[src/rtl/sram_bus_arbiter_pkg.sv]
`default_nettype none
// ============================================================================
//  Module      : sram_bus_arbiter_pkg
//  Description : Shared encodings and command record for the SRAM bus arbiter.
//  Revision    : 1.0 - initial release
// ============================================================================
package sram_bus_arbiter_pkg;

   localparam logic [1:0] ST_IDLE = 2'd0;
   localparam logic [1:0] ST_ADDR = 2'd1;
   localparam logic [1:0] ST_DATA = 2'd2;

   localparam logic OWNER_INST = 1'b0;
   localparam logic OWNER_DATA = 1'b1;

   // Everything the bus needs to replay a request after it has been granted.
   typedef struct packed {
      logic        wr;
      logic [1:0]  size;
      logic [3:0]  wstrb;
      logic [31:0] addr;
      logic [31:0] wdata;
   } bus_cmd_t;

   function automatic bus_cmd_t pack_cmd(
      input logic        wr,
      input logic [1:0]  size,
      input logic [3:0]  wstrb,
      input logic [31:0] addr,
      input logic [31:0] wdata
   );
      bus_cmd_t cmd;
      cmd.wr    = wr;
      cmd.size  = size;
      cmd.wstrb = wstrb;
      cmd.addr  = addr;
      cmd.wdata = wdata;
      return cmd;
   endfunction

endpackage
`default_nettype wire

[src/rtl/sram_bus_arbiter.sv]
`default_nettype none
// ============================================================================
//  Module      : sram_bus_arbiter
//  Description : Two-master (inst/data) to one SRAM-like bus arbiter, one
//                transaction outstanding, data side has fixed priority.
//  Revision    : 1.0 - initial release
// ============================================================================
module sram_bus_arbiter
   import sram_bus_arbiter_pkg::*;
(
   input  logic        clk,
   input  logic        reset,

   input  logic        inst_req,
   input  logic        inst_wr,
   input  logic [1:0]  inst_size,
   input  logic [3:0]  inst_wstrb,
   input  logic [31:0] inst_addr,
   input  logic [31:0] inst_wdata,
   output logic        inst_addr_ok,
   output logic        inst_data_ok,
   output logic [31:0] inst_rdata,

   input  logic        data_req,
   input  logic        data_wr,
   input  logic [1:0]  data_size,
   input  logic [3:0]  data_wstrb,
   input  logic [31:0] data_addr,
   input  logic [31:0] data_wdata,
   output logic        data_addr_ok,
   output logic        data_data_ok,
   output logic [31:0] data_rdata,

   output logic        bus_req,
   output logic        bus_wr,
   output logic [1:0]  bus_size,
   output logic [3:0]  bus_wstrb,
   output logic [31:0] bus_addr,
   output logic [31:0] bus_wdata,
   input  logic        bus_addr_ok,
   input  logic        bus_data_ok,
   input  logic [31:0] bus_rdata,

   input  logic        flush,
   output logic        busy
);

   logic [1:0] r_state;
   logic [1:0] w_state_nxt;
   logic       r_owner;
   logic       r_cancel;
   bus_cmd_t   r_cmd;

   logic       w_grant;
   logic       w_grant_owner;
   bus_cmd_t   w_grant_cmd;
   logic       w_in_idle;
   logic       w_in_addr;
   logic       w_in_data;
   logic       w_inst_owner;
   logic       w_data_owner;
   logic       w_inst_dropped;

   assign w_in_idle    = (r_state == ST_IDLE);
   assign w_in_addr    = (r_state == ST_ADDR);
   assign w_in_data    = (r_state == ST_DATA);
   assign w_inst_owner = (r_owner == OWNER_INST);
   assign w_data_owner = (r_owner == OWNER_DATA);

   // Data side always wins a simultaneous request.
   assign w_grant       = data_req | inst_req;
   assign w_grant_owner = data_req ? OWNER_DATA : OWNER_INST;
   assign w_grant_cmd   = data_req
                        ? pack_cmd(data_wr, data_size, data_wstrb, data_addr, data_wdata)
                        : pack_cmd(inst_wr, inst_size, inst_wstrb, inst_addr, inst_wdata);

   always_comb begin
      w_state_nxt = r_state;
      case (r_state)
         ST_IDLE: if (w_grant)     w_state_nxt = ST_ADDR;
         ST_ADDR: if (bus_addr_ok) w_state_nxt = ST_DATA;
         ST_DATA: if (bus_data_ok) w_state_nxt = ST_IDLE;
         default:                  w_state_nxt = ST_IDLE;
      endcase
   end

   always_ff @(posedge clk or posedge reset) begin
      if (reset) begin
         r_state  <= ST_IDLE;
         r_owner  <= OWNER_INST;
         r_cancel <= 1'b0;
         r_cmd    <= '0;
      end else begin
         r_state <= w_state_nxt;
         if (w_in_idle && w_grant) begin
            r_owner <= w_grant_owner;
            r_cmd   <= w_grant_cmd;
         end
         // A flushed fetch still runs to completion on the bus; only its
         // response to the instruction side is swallowed.
         if (w_state_nxt == ST_IDLE) begin
            r_cancel <= 1'b0;
         end else if (flush && !w_in_idle && w_inst_owner) begin
            r_cancel <= 1'b1;
         end
      end
   end

   // A flush arriving in the completing cycle itself must also drop the data.
   assign w_inst_dropped = r_cancel | flush;

   assign inst_addr_ok = w_in_addr & w_inst_owner & bus_addr_ok;
   assign data_addr_ok = w_in_addr & w_data_owner & bus_addr_ok;
   assign inst_data_ok = w_in_data & w_inst_owner & bus_data_ok & ~w_inst_dropped;
   assign data_data_ok = w_in_data & w_data_owner & bus_data_ok;

   assign inst_rdata = bus_rdata;
   assign data_rdata = bus_rdata;

   assign bus_req   = w_in_addr;
   assign bus_wr    = w_in_addr ? r_cmd.wr    : 1'b0;
   assign bus_size  = w_in_addr ? r_cmd.size  : 2'd0;
   assign bus_wstrb = w_in_addr ? r_cmd.wstrb : 4'd0;
   assign bus_addr  = w_in_addr ? r_cmd.addr  : 32'd0;
   assign bus_wdata = w_in_addr ? r_cmd.wdata : 32'd0;

   assign busy = ~w_in_idle;

endmodule
`default_nettype wire

[config.mk]
export PLATFORM = sky130hd
export DESIGN_NAME = sram_bus_arbiter
export DESIGN_NICKNAME = d
export VERILOG_FILES = /design/src/rtl/sram_bus_arbiter_pkg.sv /design/src/rtl/sram_bus_arbiter.sv
export SDC_FILE = /design/constraint.sdc
export NUM_CORES = 1
export LEC_CHECK = 0
export BUFFER_PORTS_ARGS = -buffer_cell sky130_fd_sc_hd__buf_2
export CAP_MARGIN = 20
export CORE_AREA = 2 2 126 128
export CTS_CLUSTER_SIZE = 25
export DETAILED_ROUTE_END_ITERATION = 10
export DIE_AREA = 0 0 128 130
export GPL_TIMING_DRIVEN = 0
export SETUP_SLACK_MARGIN = 0.4
export SLEW_MARGIN = 0
export SYNTH_ARGS = -nofsm -noshare
export SYNTH_HDL_FRONTEND = slang
export SYNTH_SLANG_ARGS = --single-unit
[constraint.sdc]
create_clock -name clk -period 2.4 [get_ports clk]
set_input_delay 0.36 -clock clk [delete_from_list [all_inputs] [get_ports clk]]
set_output_delay 0.36 -clock clk [all_outputs]
set_load 0.02 [all_outputs]
### Yosys cells after proc, flatten, opt, wreduce, memory -nomap -nowiden

Cells that the tools add are included.

| operators by class | value |
|---|---|
| bitwise logic cells | 14 |
| reductions and logical operators | 7 |
| equality and inequality tests | 2 |
| mux-type cells | 13 |

Operators with widths:

| kind | count |
|---|---|
| 71-bit 2-to-1 mux | 1 |
| 32-bit 2-to-1 mux | 2 |
| 1-bit AND | 9 |
| 2-bit 2-to-1 mux | 4 |
| 2-bit case mux with 3 select lines | 1 |
| 2-bit zero test | 2 |
| 1-bit 2-to-1 mux | 4 |
| 4-bit 2-to-1 mux | 1 |
| 1-bit logical AND | 3 |
| 1-bit NOT | 3 |
| 2-bit by 1-bit equality test with 1-bit output (second input constant) | 1 |
| 2-bit equality test (second input constant) | 1 |
| 1-bit bitwise OR | 2 |
| 2-bit nonzero test | 1 |
| 1-bit zero test | 1 |

| word-level totals | value |
|---|---|
| register bits after elaboration | 75 |
| input bits | 181 |
| output and inout bits | 141 |

### Depth between registers and ports, before layout

Gate-level depths: netlist of run 1.

| depth | value |
|---|---|
| word-level depth | 6 |
| depth in mapped cells | 5 |
| mapped depth without buffers | 3 |

### Least setup slack after synthesis of run 1

Ideal clock, no wire load.

| path | value |
|---|---|
| path type | reg2out |
| from | reg r_state[0] |
| to | out inst_addr_ok |
| arrival time | 1380 ps |
| stages on the path, launching flop included | 5 |
| setup slack | 660 ps |
| required time | 2040 ps |
| path through | dfrtp_1 > nor2b_1 > clkbuf_1 > nand2_1 > nor2_1 |

| on the way | value |
|---|---|
| cells in the longest elaborated chain, start to end | 3 |

Ends and longest elaborated chain:

| what | line | RTL |
|---|---|---|
| from (decl) | sram_bus_arbiter.sv:48 | `logic [1:0] r_state;` |
| from (signal assigned) | sram_bus_arbiter.sv:94 | `r_state <= w_state_nxt;` |
| 2-bit by 1-bit equality test with 1-bit output | sram_bus_arbiter.sv:65 | `assign w_in_addr = (r_state == ST_ADDR);` |
| named net bus_req | sram_bus_arbiter.sv:34 | `output logic bus_req,` |
| 1-bit AND (2 in a row) | sram_bus_arbiter.sv:112 | `assign inst_addr_ok = w_in_addr & w_inst_owner & bus_addr_ok;` |
| to (decl) | sram_bus_arbiter.sv:20 | `output logic inst_addr_ok,` |

The timed path passes the listed nets, and every way through them passes these cells.

### Worst setup path in the final report of run 1

| path | value |
|---|---|
| from | reg r_state[1] |
| to | out bus_wdata[4] |

| on the way | value |
|---|---|
| cells in the longest elaborated chain, start to end | 2 |

Ends and longest elaborated chain:

| what | line | RTL |
|---|---|---|
| 2-bit by 1-bit equality test with 1-bit output | sram_bus_arbiter.sv:65 |  |
| 32-bit 2-to-1 mux | sram_bus_arbiter.sv:125 | `assign bus_wdata = w_in_addr ? r_cmd.wdata : 32'd0;` |
| to (decl) | sram_bus_arbiter.sv:39 | `output logic [31:0] bus_wdata,` |

No other way between the ends.

==> metrics.yaml, run 1 <==
status: "finished clean"
worst_slack_ns: 0.467
end_kind: "output port"
stdcell_count: 904
ioPinCount: 322
p_per_area_mw_per_mm2: 1130
fp.dieArea_sq_mm: 0.0166
cap_viol_max_count: 0
synth_common_cells: "mux2_2 (136), dfrtp_1 (75), and2_1 (71)"
slew_headroom_pct: 46.5
fin_crit_ns: 1.93
cp_cell_sequence: "nor2b_4 > buf_6 > buf_6 > and2_1 > buf_4"
overflow: 0
die_height_um: 130
ys_top_cells_by_area: "dfrtp_1 (40%), mux2_2 (33%), buf_4 (10%)"
worstPathArrival_ns: 1.57
gr-usage-met2_pct: 29.8
hpwl_mm: 11.0
ir_drop_v: 0.000498
fin_tns_setup_ns: 0
drc: 0
diodes: 0
routed-via-count: 3965
max_freq_ghz: 0.517
fin_skew_ns: 0.00645
path_common_cell: "buf_6"
drt_iter0_drc: 108
cts_hold_buf: 0
grt_pass1_vias: 3996
ctsRootBufferMaster: "clkbuf_16"
core_region_area_sq_mm: 0.0154
placed_cell_area_sq_mm: 0.00639
cts.clk_slew.worst_paths_ns: 0.06
ys_async_sr_fraction_pct: 100
grt_max_degree: 41
rsz0062_at_grt: "yes"
p_total_w: 0.00772
postRouteWirelength_mm: 13.8
preCtsSetupSlack_ns: 0.303
fill_cells: 1490
gp_congestion: 0.720
rows: 46
hold_path_class: "in2async"
netlist.top_cell.by_area: "dfrtp_1"
maxSlewViolCount: 0
required_ns: 2.04
synth_top_area_share_pct: 40.1
crit_fanout: 10
ant_nets: 0
yosysSeqAreaShare_pct: 40.1
gr-usage-met1_pct: 16.9
ys_ff_latch: 75
cts_htree_levels: 3
tightest_slew_ns: 0.801
viasPerCell: 4.39
critPathKind: "reg2out"
initial_core_util_pct: 30.3
antenna_found_initial: 0
wl_per_cell_um: 15.3
die_x_um: 128
synth_most_common_cell: "mux2_2"
hold_violations: 0
finalSetupViolations: 0
dr.pass1.iters: 4
yosys_warnings: 0
fin_area_sq_mm: 0.00682
syn_area_per_cell_sq_um: 11.8
place_inst: 879
cts_made_buffers: 9
cts_buffer_depth: 2
clkSinkCount: 75
synth_area_sq_mm: 0.00468
slowest_delay_ns: 0.44
cts_tree: "done"
synthFlopType: "dfrtp_1"
grt_use_total_pct: 15.8
leakagePower_nw: 3.52
grt.busiest_layer: "met2"
syn-num-nets: 579
yosysUniqueCellTypes: 21
synthCells: 398
grtUsageMet3_pct: 4.31
slowest_stage: "dfrtp_2"
numPortBuffers: 288
fin_nets: 889
synthToLayoutAreaGrowth_pct: 45.7
period_share_pct: 80.5
start_kind: "flop"
grt_first_pass_wirelength_mm: 20.0
synth_edf_count: 0
clk_latency_ns: 0.33
drive_gt1_share_pct: 75.3
-- per-layer routing --
layer  part of all wire (%)  up-vias
met5                      0        -
met2                     53      186
li1                       -     1894
met4                    1.7        0
met1                     37     1868
met3                    7.9       17
-- sequential cells by signal, indices dropped and copies added, names as in the netlist --
register  cells
r_cmd        71
r_cancel      1
r_state       2
r_owner       1
-- final timing paths --
check / startpoint / end / slack (ns) / cells after the start
max: r_state[1] / bus_wdata[4] / 0.47 / 5
min: reset / r_cmd[21] / 0.17 / 2
max reg2reg: r_state[1] / r_cmd[2] / 0.81 / 5
min reg2reg: r_cmd[64] / r_cmd[64] / 0.48 / 1
max in group asynchronous: reset / r_cmd[38] / 1.58 / 3
min in group clk: bus_data_ok / r_state[1] / 0.27 / 2
-- layout make-up --
class	instances	area, sq um	area share, %
sequential	75	1880	27.5
tap	192	240	3.52
clock buffer	11	253	3.71
clock inverter	4	26.3	0.385
buffer	87	677	9.92
inverter	3	15.0	0.220
timing repair buffer	299	1560	22.8
multi-input combinational	233	2170	31.9
-- logic make-up (layout without fill, tap and decap cells) --
family | Yosys count | after routing | share of synthesized area [%]
buffers and inverters | 90 | 404 | 13.6
and+or+nand+nor | 86 | 86 | 11.4
DFF | 75 | 75 | 40.1
AOI/OAI and AO/OA | 5 | 5 | 0.775
muxes | 142 | 142 | 34.2
-- metrics by stage --
step           util (%)  hold slack, ns
3_3_place_gp       41.3           0.460
2_1_floorplan         -           0.449
6_report           44.2           0.167
4_1_cts            43.8           0.192
3_5_place_dp       41.4           0.472
5_1_grt            44.2           0.242
-- power by group --
group	switching (W)	leakage (nW)	internal (W)
Combinational	0.00216	2.51	0.00208
Sequential	0.000287	0.875	0.00192
Clock	0.000520	0.137	0.000748
-- critical path: cells and delay by family (launching register included) --
kind                   cells  cell delay (ns)
buffers and inverters      3             0.47
flip-flops                 1             0.44
AND/OR/NAND/NOR            2             0.33
-- timing repair --
action / CTS / global route
cloned: 1 / 0
endpoints found under the setup margin: 74 / 127
gates resized for setup: 20 / 23
pin swaps: 0 / 1
buffers inserted: 6 / 3
-- layout by cell type (no fill, tap or decap) --
cell type | synthesis | final
buf_12 | 0 | 1
and2_1 | 71 | 71
clkbuf_1 | 13 | 6
a22o_1 | 1 | 1
nor3b_1 | 1 | 1
nor2_1 | 3 | 3
clkbuf_8 | 0 | 2
clkinv_2 | 0 | 2
o21ai_0 | 2 | 2
clkinvlp_4 | 0 | 2
mux2_1 | 6 | 6
nand2b_1 | 1 | 1
inv_1 | 3 | 2
nor2b_1 | 2 | 1
nor3_4 | 1 | 1
buf_6 | 7 | 13
buf_2 | 2 | 281
buf_4 | 65 | 85
clkinv_4 | 0 | 1
dfrtp_1 | 75 | 73
dfrtp_2 | 0 | 2
mux2_2 | 136 | 136
o211a_1 | 1 | 1
and3_1 | 2 | 2
nand2_1 | 4 | 4
a21o_1 | 1 | 1
clkbuf_16 | 0 | 9
nor2b_4 | 0 | 1
nor4_1 | 1 | 1
Power figures use the tool's default switching activity.
==> run 2, diff against run 1 <==
- clock period: 2.4 -> 1.8 ns (I/O delays scaled with it)
==> run 2 against run 1 <==
Effect of this change: utilization increased by 9.3 points; clock-buffer cell count shrank 1; sequential share of layout area is 4.8 points lower; combinational power rose by 120%; register-to-register slack lost 0.76 ns; routed wire length grew 15%; global-route usage grew 2.1 points; non-clock buffer count grew 26; clock skew about the same; final cell count up 3.1%; hold slack worse by 0.074 ns; total power increased by 86%; critical path type unchanged; critical endpoint is now bus_wdata[6].
==> metrics.yaml, run 2 (synthesized netlist as in run 1, its figures left out) <==
grtUsageMet3_pct: 6.23  # was 4.31%
viasPerCell: 4.49  # was 4.39
hold_violations: 0  # unchanged
top_regs: "r_cmd (71), r_state (2)"  # unchanged
status: "finished clean"  # unchanged
cts_tree: "done"  # unchanged
antenna_found_initial: 4  # was 0
rrSetupSlack_ns: 0.05  # was 0.81 ns
cts_buffer_depth: 2  # unchanged
slew_headroom_pct: 41.8  # was 46.5%
required_ns: 1.53  # was 2.04 ns
period_share_pct: 99.8
cts_hold_buf: 0  # unchanged
drive_gt1_share_pct: 87.3  # was 75.3%
ant_nets: 0  # unchanged
numPortBuffers: 288  # unchanged
ctsRootBufferMaster: "clkbuf_16"  # unchanged
grt.busiest_layer: "met2"  # unchanged
ir_drop_v: 0.000820  # was 0.000498 V
die_height_um: 130  # unchanged
r2r-end: "r_cmd[49]"  # was r_cmd[2]
dr.pass1.iters: 4  # unchanged
worstPathArrival_ns: 1.53  # was 1.57 ns
hpwl_mm: 11.3  # was 11.0 mm
crit_fanout: 10  # unchanged
gr-usage-met2_pct: 33.2  # was 29.8%
fp.dieArea_sq_mm: 0.0166  # unchanged
cap_viol_max_count: 0  # unchanged
maxSlewViolCount: 0  # unchanged
path_delay_family: "buffers and inverters"  # unchanged
leakagePower_nw: 4.17  # was 3.52 nW
routed-via-count: 4189  # was 3965
grt_max_degree: 39  # was 41
ioPinCount: 322  # unchanged
end_kind: "output port"  # unchanged
final_common_cell: "buf_2"  # unchanged
tightest_slew_ns: 0.872  # was 0.801 ns
reg2reg_depth: 7  # was 5
grt_pass1_vias: 4436  # was 3996
gr-usage-met1_pct: 18.3  # was 16.9%
fin_skew_ns: 0.00658  # was 0.00645 ns
wl_per_cell_um: 17.0  # was 15.3 um
cp_cell_sequence: "nor2b_4 > buf_12 > clkbuf_16 > and2_2 > buf_6"  # was nor2b_4 > buf_6 > buf_6 > and2_1 > buf_4
gp_congestion: 0.752  # was 0.720
hold_path_class: "in2async"  # unchanged
finalSetupViolations: 0  # unchanged
drt_iter0_drc: 62  # was 108
fin_nets: 915  # was 889
synthToLayoutAreaGrowth_pct: 76.5  # was 45.7%
fill_cells: 1341  # was 1490
cts_made_buffers: 9  # unchanged
slowest_stage: "dfrtp_2"  # unchanged
die_x_um: 128  # unchanged
p_total_w: 0.0143  # was 0.00772 W
critPathBufInv: 3  # unchanged
postRouteWirelength_mm: 15.9  # was 13.8 mm
critPathKind: "reg2out"  # unchanged
fin_tns_setup_ns: 0  # unchanged
overflow: 0  # unchanged
largest_register_ffs: 71  # unchanged
hold-worst-slack_ns: 0.0929  # was 0.167 ns
stdcell_count: 932  # was 904
drc: 0  # unchanged
core_region_area_sq_mm: 0.0154  # unchanged
fin_util_pct: 53.6  # was 44.2%
initial_core_util_pct: 30.3  # unchanged
grt_use_total_pct: 17.9  # was 15.8%
cts.clk_slew.worst_paths_ns: 0.06  # about the same
max_freq_ghz: 0.556
r2r-start: "r_state[1]"  # unchanged
rows: 46  # unchanged
p_per_area_mw_per_mm2: 1730  # was 1130 mW/mm^2
place_inst: 879  # unchanged
start_kind: "flop"  # unchanged
final_cell_mix: "buf_2 (212), mux2_2 (94), buf_6 (90)"  # was buf_2 (281), mux2_2 (136), buf_4 (85)
grt_first_pass_wirelength_mm: 22.6  # was 20.0 mm
rsz0062_at_grt: "yes"  # unchanged
clkSinkCount: 75  # unchanged
slowest_delay_ns: 0.43  # was 0.44 ns
fin_crit_ns: 1.80
regMostFlops: "r_cmd"  # unchanged
clk_latency_ns: 0.34  # was 0.33 ns
cts_htree_levels: 3  # unchanged
run 2: layout make-up:
type | count | area, sq um | share of cell area, %
tap | 192 | 240 | 2.91
buffer | 87 | 790 | 9.55
sequential | 75 | 1880 | 22.7
antenna | 1 | 2.50 | 0.0303
timing repair buffer | 325 | 2490 | 30.1
inverter | 3 | 15.0 | 0.182
clock inverter | 6 | 65.1 | 0.787
multi-input combinational | 233 | 2550 | 30.9
clock buffer | 10 | 229 | 2.77
run 2: worst max-delay path by stage:
stage          startpoint           end  slack, ns  cells past startpoint
3_5_place_dp     data_req     r_cmd[45]      -0.08                      5
5_1_grt        r_state[1]  inst_data_ok      -0.07                      6
3_3_place_gp     data_req     r_cmd[49]      -0.06                      4
6_report       r_state[1]  bus_wdata[6]      0.003                      5
4_1_cts        r_state[1]  inst_addr_ok      -0.04                      6
2_1_floorplan  r_state[0]      r_cmd[4]       0.31                      3
run 2: stage by stage:
stage               worst slack, ns  instance area, sq um
CTS                         -0.0355                  7970
finish                      0.00291                  8260
floorplan                     0.305                  4800
detailed placement          -0.0822                  6500
global route                -0.0671                  8260
global placement            -0.0619                  6480
run 2: report_power, final:
group          total, W  internal (W)  leakage [nW]  switching (W)
Sequential      0.00306       0.00257         0.875       0.000492
Clock           0.00183       0.00108         0.143       0.000750
Combinational   0.00943       0.00581          3.16        0.00362
run 2: metal layers:
metal,up-vias,share of wire [%],wire [um]
li1,1954,-,-
met1,1992,36,5720
met2,207,52,8320
met3,30,9.0,1420
met4,6,2.3,369
met5,-,0.25,39
run 2: worst reg2reg max path, delay by kind of cell, from the launching register on:
kind	cells	cell delay, ns
buf+inv	5	0.69
simple gates	1	0.19
mux	1	0.32
flops	1	0.43
run 2: repair_timing:
action                                  4_1_cts  5_1_grt
setup buffers                                21        5
pin swaps                                     4       22
endpoints found under the setup margin      149      151
cloned                                        9        1
resized for setup                           221       82
==> run 3, diff against run 2 <==
- CELL_PAD_IN_SITES_DETAIL_PLACEMENT: unset -> 0
- CELL_PAD_IN_SITES_GLOBAL_PLACEMENT: unset -> 1
- CORE_AREA: 2 2 126 128 -> unset
- CORE_MARGIN: unset -> 2
- CORE_UTILIZATION: unset -> 30
- DIE_AREA: 0 0 128 130 -> unset
- PLACE_DENSITY_LB_ADDON: unset -> 0.1
==> run 3 against run 2 <==
Effect of this change: hold slack improved by 0.065 ns; utilization fell by 1.9 points; design area shrank 4.9%; total power decreased by 9.4%; clock-buffer cell count increased by 3; combinational power down 14%; first-iteration DRC count down 21%; flip-flop and latch count is the same; sequential share of layout area grew 1.2 points; fmax increased by 1.2%; critical path type is now reg2reg; largest power group unchanged; highest routed layer is now met4.
==> metrics.yaml, run 3 (synthesized netlist as in run 1, its figures left out) <==
die_x_um: 129  # was 128 um
rrSetupSlack_ns: 0.02  # was 0.05 ns
r2r-end: "r_cmd[29]"  # was r_cmd[49]
slowest_delay_ns: 0.44  # was 0.43 ns
status: "finished clean"  # unchanged
cp_cell_sequence: "buf_4 > nor3_4 > buf_12 > buf_12 > bufbuf_16 > mux2_2"  # was nor2b_4 > buf_12 > clkbuf_16 > and2_2 > buf_6
cts.clk_slew.worst_paths_ns: 0.06  # about the same
ant_nets: 0  # unchanged
rows: 45  # was 46
dr.pass1.iters: 4  # unchanged
hold_path_class: "in2reg"  # was in2async
slowest_stage: "dfrtp_2"  # unchanged
initial_core_util_pct: 30.8  # was 30.3%
grt_first_pass_wirelength_mm: 20.5  # was 22.6 mm
drive_gt1_share_pct: 84.3  # was 87.3%
critPathKind: "reg2reg"  # was reg2out
grt_max_degree: 36  # was 39
preCtsSetupSlack_ns: -0.0781  # was -0.0822 ns
clkSinkCount: 75  # unchanged
synthToLayoutAreaGrowth_pct: 67.8  # was 76.5%
fin_util_pct: 51.7  # was 53.6%
p_per_area_mw_per_mm2: 1650  # was 1730 mW/mm^2
finalSetupViolations: 0  # unchanged
max_freq_ghz: 0.563  # was 0.556 GHz
path_common_cell: "buf_12"
leakagePower_nw: 3.92  # was 4.17 nW
fill_cells: 1413  # was 1341
gp_congestion: 0.693  # was 0.752
hpwl_mm: 10.7  # was 11.3 mm
grt_use_total_pct: 16.1  # was 17.9%
overflow: 0  # unchanged
antenna_found_initial: 2  # was 4
end_kind: "flop"  # was output port
multiInputGateArea_sq_mm: 0.00233  # was 0.00255 sq mm
period_share_pct: 98.6  # was 99.8%
drt_iter0_drc: 49  # was 62
final_cell_mix: "buf_2 (232), mux2_2 (133), buf_4 (77)"  # was buf_2 (212), mux2_2 (94), buf_6 (90)
place_inst: 876  # was 879
crit_fanout: 5  # was 10
postRouteWirelength_mm: 14.0  # was 15.9 mm
holdPathEnd: "r_state[1]"
worst_slack_ns: 0.0248  # was 0.00291 ns
clk_latency_ns: 0.34  # about the same
fin_skew_ns: 0.00539  # was 0.00658 ns
hold_violations: 0  # unchanged
routed-via-count: 3973  # was 4189
die_height_um: 129  # was 130 um
hold-worst-slack_ns: 0.158  # was 0.0929 ns
rsz0062_at_grt: "yes"  # unchanged
core_region_area_sq_mm: 0.0152  # was 0.0154 sq mm
worstPathArrival_ns: 2.00  # was 1.53 ns
maxSlewViolCount: 0  # unchanged
cts_htree_levels: 3  # unchanged
fin_crit_ns: 1.78  # was 1.80 ns
worstHoldPathCells: 2
ioPinCount: 322  # unchanged
cts_made_buffers: 9  # unchanged
grt_pass1_vias: 3961  # was 4436
final_common_cell: "buf_2"  # unchanged
tightest_slew_ns: 0.566  # was 0.872 ns
r2r-start: "r_state[1]"  # unchanged
reg2reg_depth: 6  # was 7
cts_tree: "done"  # unchanged
cap_viol_max_count: 0  # unchanged
ctsRootBufferMaster: "clkbuf_16"  # unchanged
wl_per_cell_um: 15.1  # was 17.0 um
drc: 0  # unchanged
ir_drop_v: 0.000768  # was 0.000820 V
fin_nets: 910  # was 915
slew_headroom_pct: 62.3  # was 41.8%
required_ns: 2.03  # was 1.53 ns
start_kind: "flop"  # unchanged
numPortBuffers: 288  # unchanged
fp.dieArea_sq_mm: 0.0166  # about the same
stdcell_count: 924  # was 932
viasPerCell: 4.30  # was 4.49
top_regs: "r_cmd (71), r_state (2)"  # unchanged
min_from: "bus_data_ok"
largest_register_ffs: 71  # unchanged
cts_buffer_depth: 2  # unchanged
regArea_sq_mm: 0.00188  # unchanged
regMostFlops: "r_cmd"  # unchanged
## run 3: cell types whose count changed in the layout (fill, tap and decap cells not counted), moves of 13 or more
| cell | before | now |
|---|---|---|
| and2_1 | 2 | 18 |
| and2_2 | 16 | 29 |
| and2_4 | 53 | 24 |
| buf_2 | 212 | 232 |
| buf_6 | 90 | 59 |
| mux2_2 | 94 | 133 |
| mux2_4 | 48 | 8 |
## run 3: cell type report
type,count,share of cell area [%]
clock inverters,3,0.573
diodes,2,0.0637
flip-flops and latches,75,23.9
well taps,188,2.99
multi-input cells,233,29.7
repair buffers,320,29.6
clock buffers,13,3.44
plain buffers,87,9.56
inverters,3,0.191
## run 3: metal layers
metal | track usage (%) | wire [um] | vias up
met1 | 17.7 | 5240 | 1835
met2 | 29.0 | 7180 | 171
met5 | 0 | 0 | -
met4 | 6.14 | 226 | 0
li1 | - | - | 1950
met3 | 5.24 | 1310 | 17
## run 3: report_power, final
group / internal [W] / switching [W] / leakage (nW)
clock: 0.00119 / 0.000707 / 0.148
combinational: 0.00482 / 0.00329 / 2.89
sequential: 0.00257 / 0.000403 / 0.875
total: 0.00857 / 0.00440 / 3.92
## run 3: stage by stage
| stage | cell area [sq um] | total power (W) | setup TNS (ns) |
|---|---|---|---|
| final | 7860 | 0.0130 | 0 |
| after global routing | 7850 | 0.0138 | -2.13 |
| after CTS | 7630 | 0.0126 | -0.776 |
| after detailed placement | 6520 | 0.00860 | -4.59 |
| after global placement | 6480 | 0.00850 | -2.49 |
| after floorplan | 4800 | 0.00692 | 0 |
## run 3: worst max-delay path, delay by kind of cell (launching register included)
kind	cells	cell delay [ns]
buffers and inverters	4	0.65
multiplexers	1	0.32
AND/OR/NAND/NOR	1	0.25
flip-flops	1	0.44
## run 3: repair_timing
action                                  CTS  global route
hold buffers                              1             0
gates cloned                              8             0
pin swaps                                 3             1
endpoints found under the hold margin    19             0
resized for setup                       108            68
setup buffers                            20             1
endpoints found under the setup margin  149           149
## run 3: worst max-delay path by stage
stage | from | end | cells past startpoint | slack [ns]
after floorplan | r_state[0] | r_cmd[4] | 3 | 0.31
after global placement | data_req | r_cmd[35] | 5 | -0.04
after detailed placement | data_req | r_cmd[49] | 5 | -0.08
after CTS | r_state[0] | bus_wdata[6] | 5 | -0.03
after global routing | r_state[1] | data_addr_ok | 5 | -0.04
final | r_state[1] | r_cmd[29] | 6 | 0.02
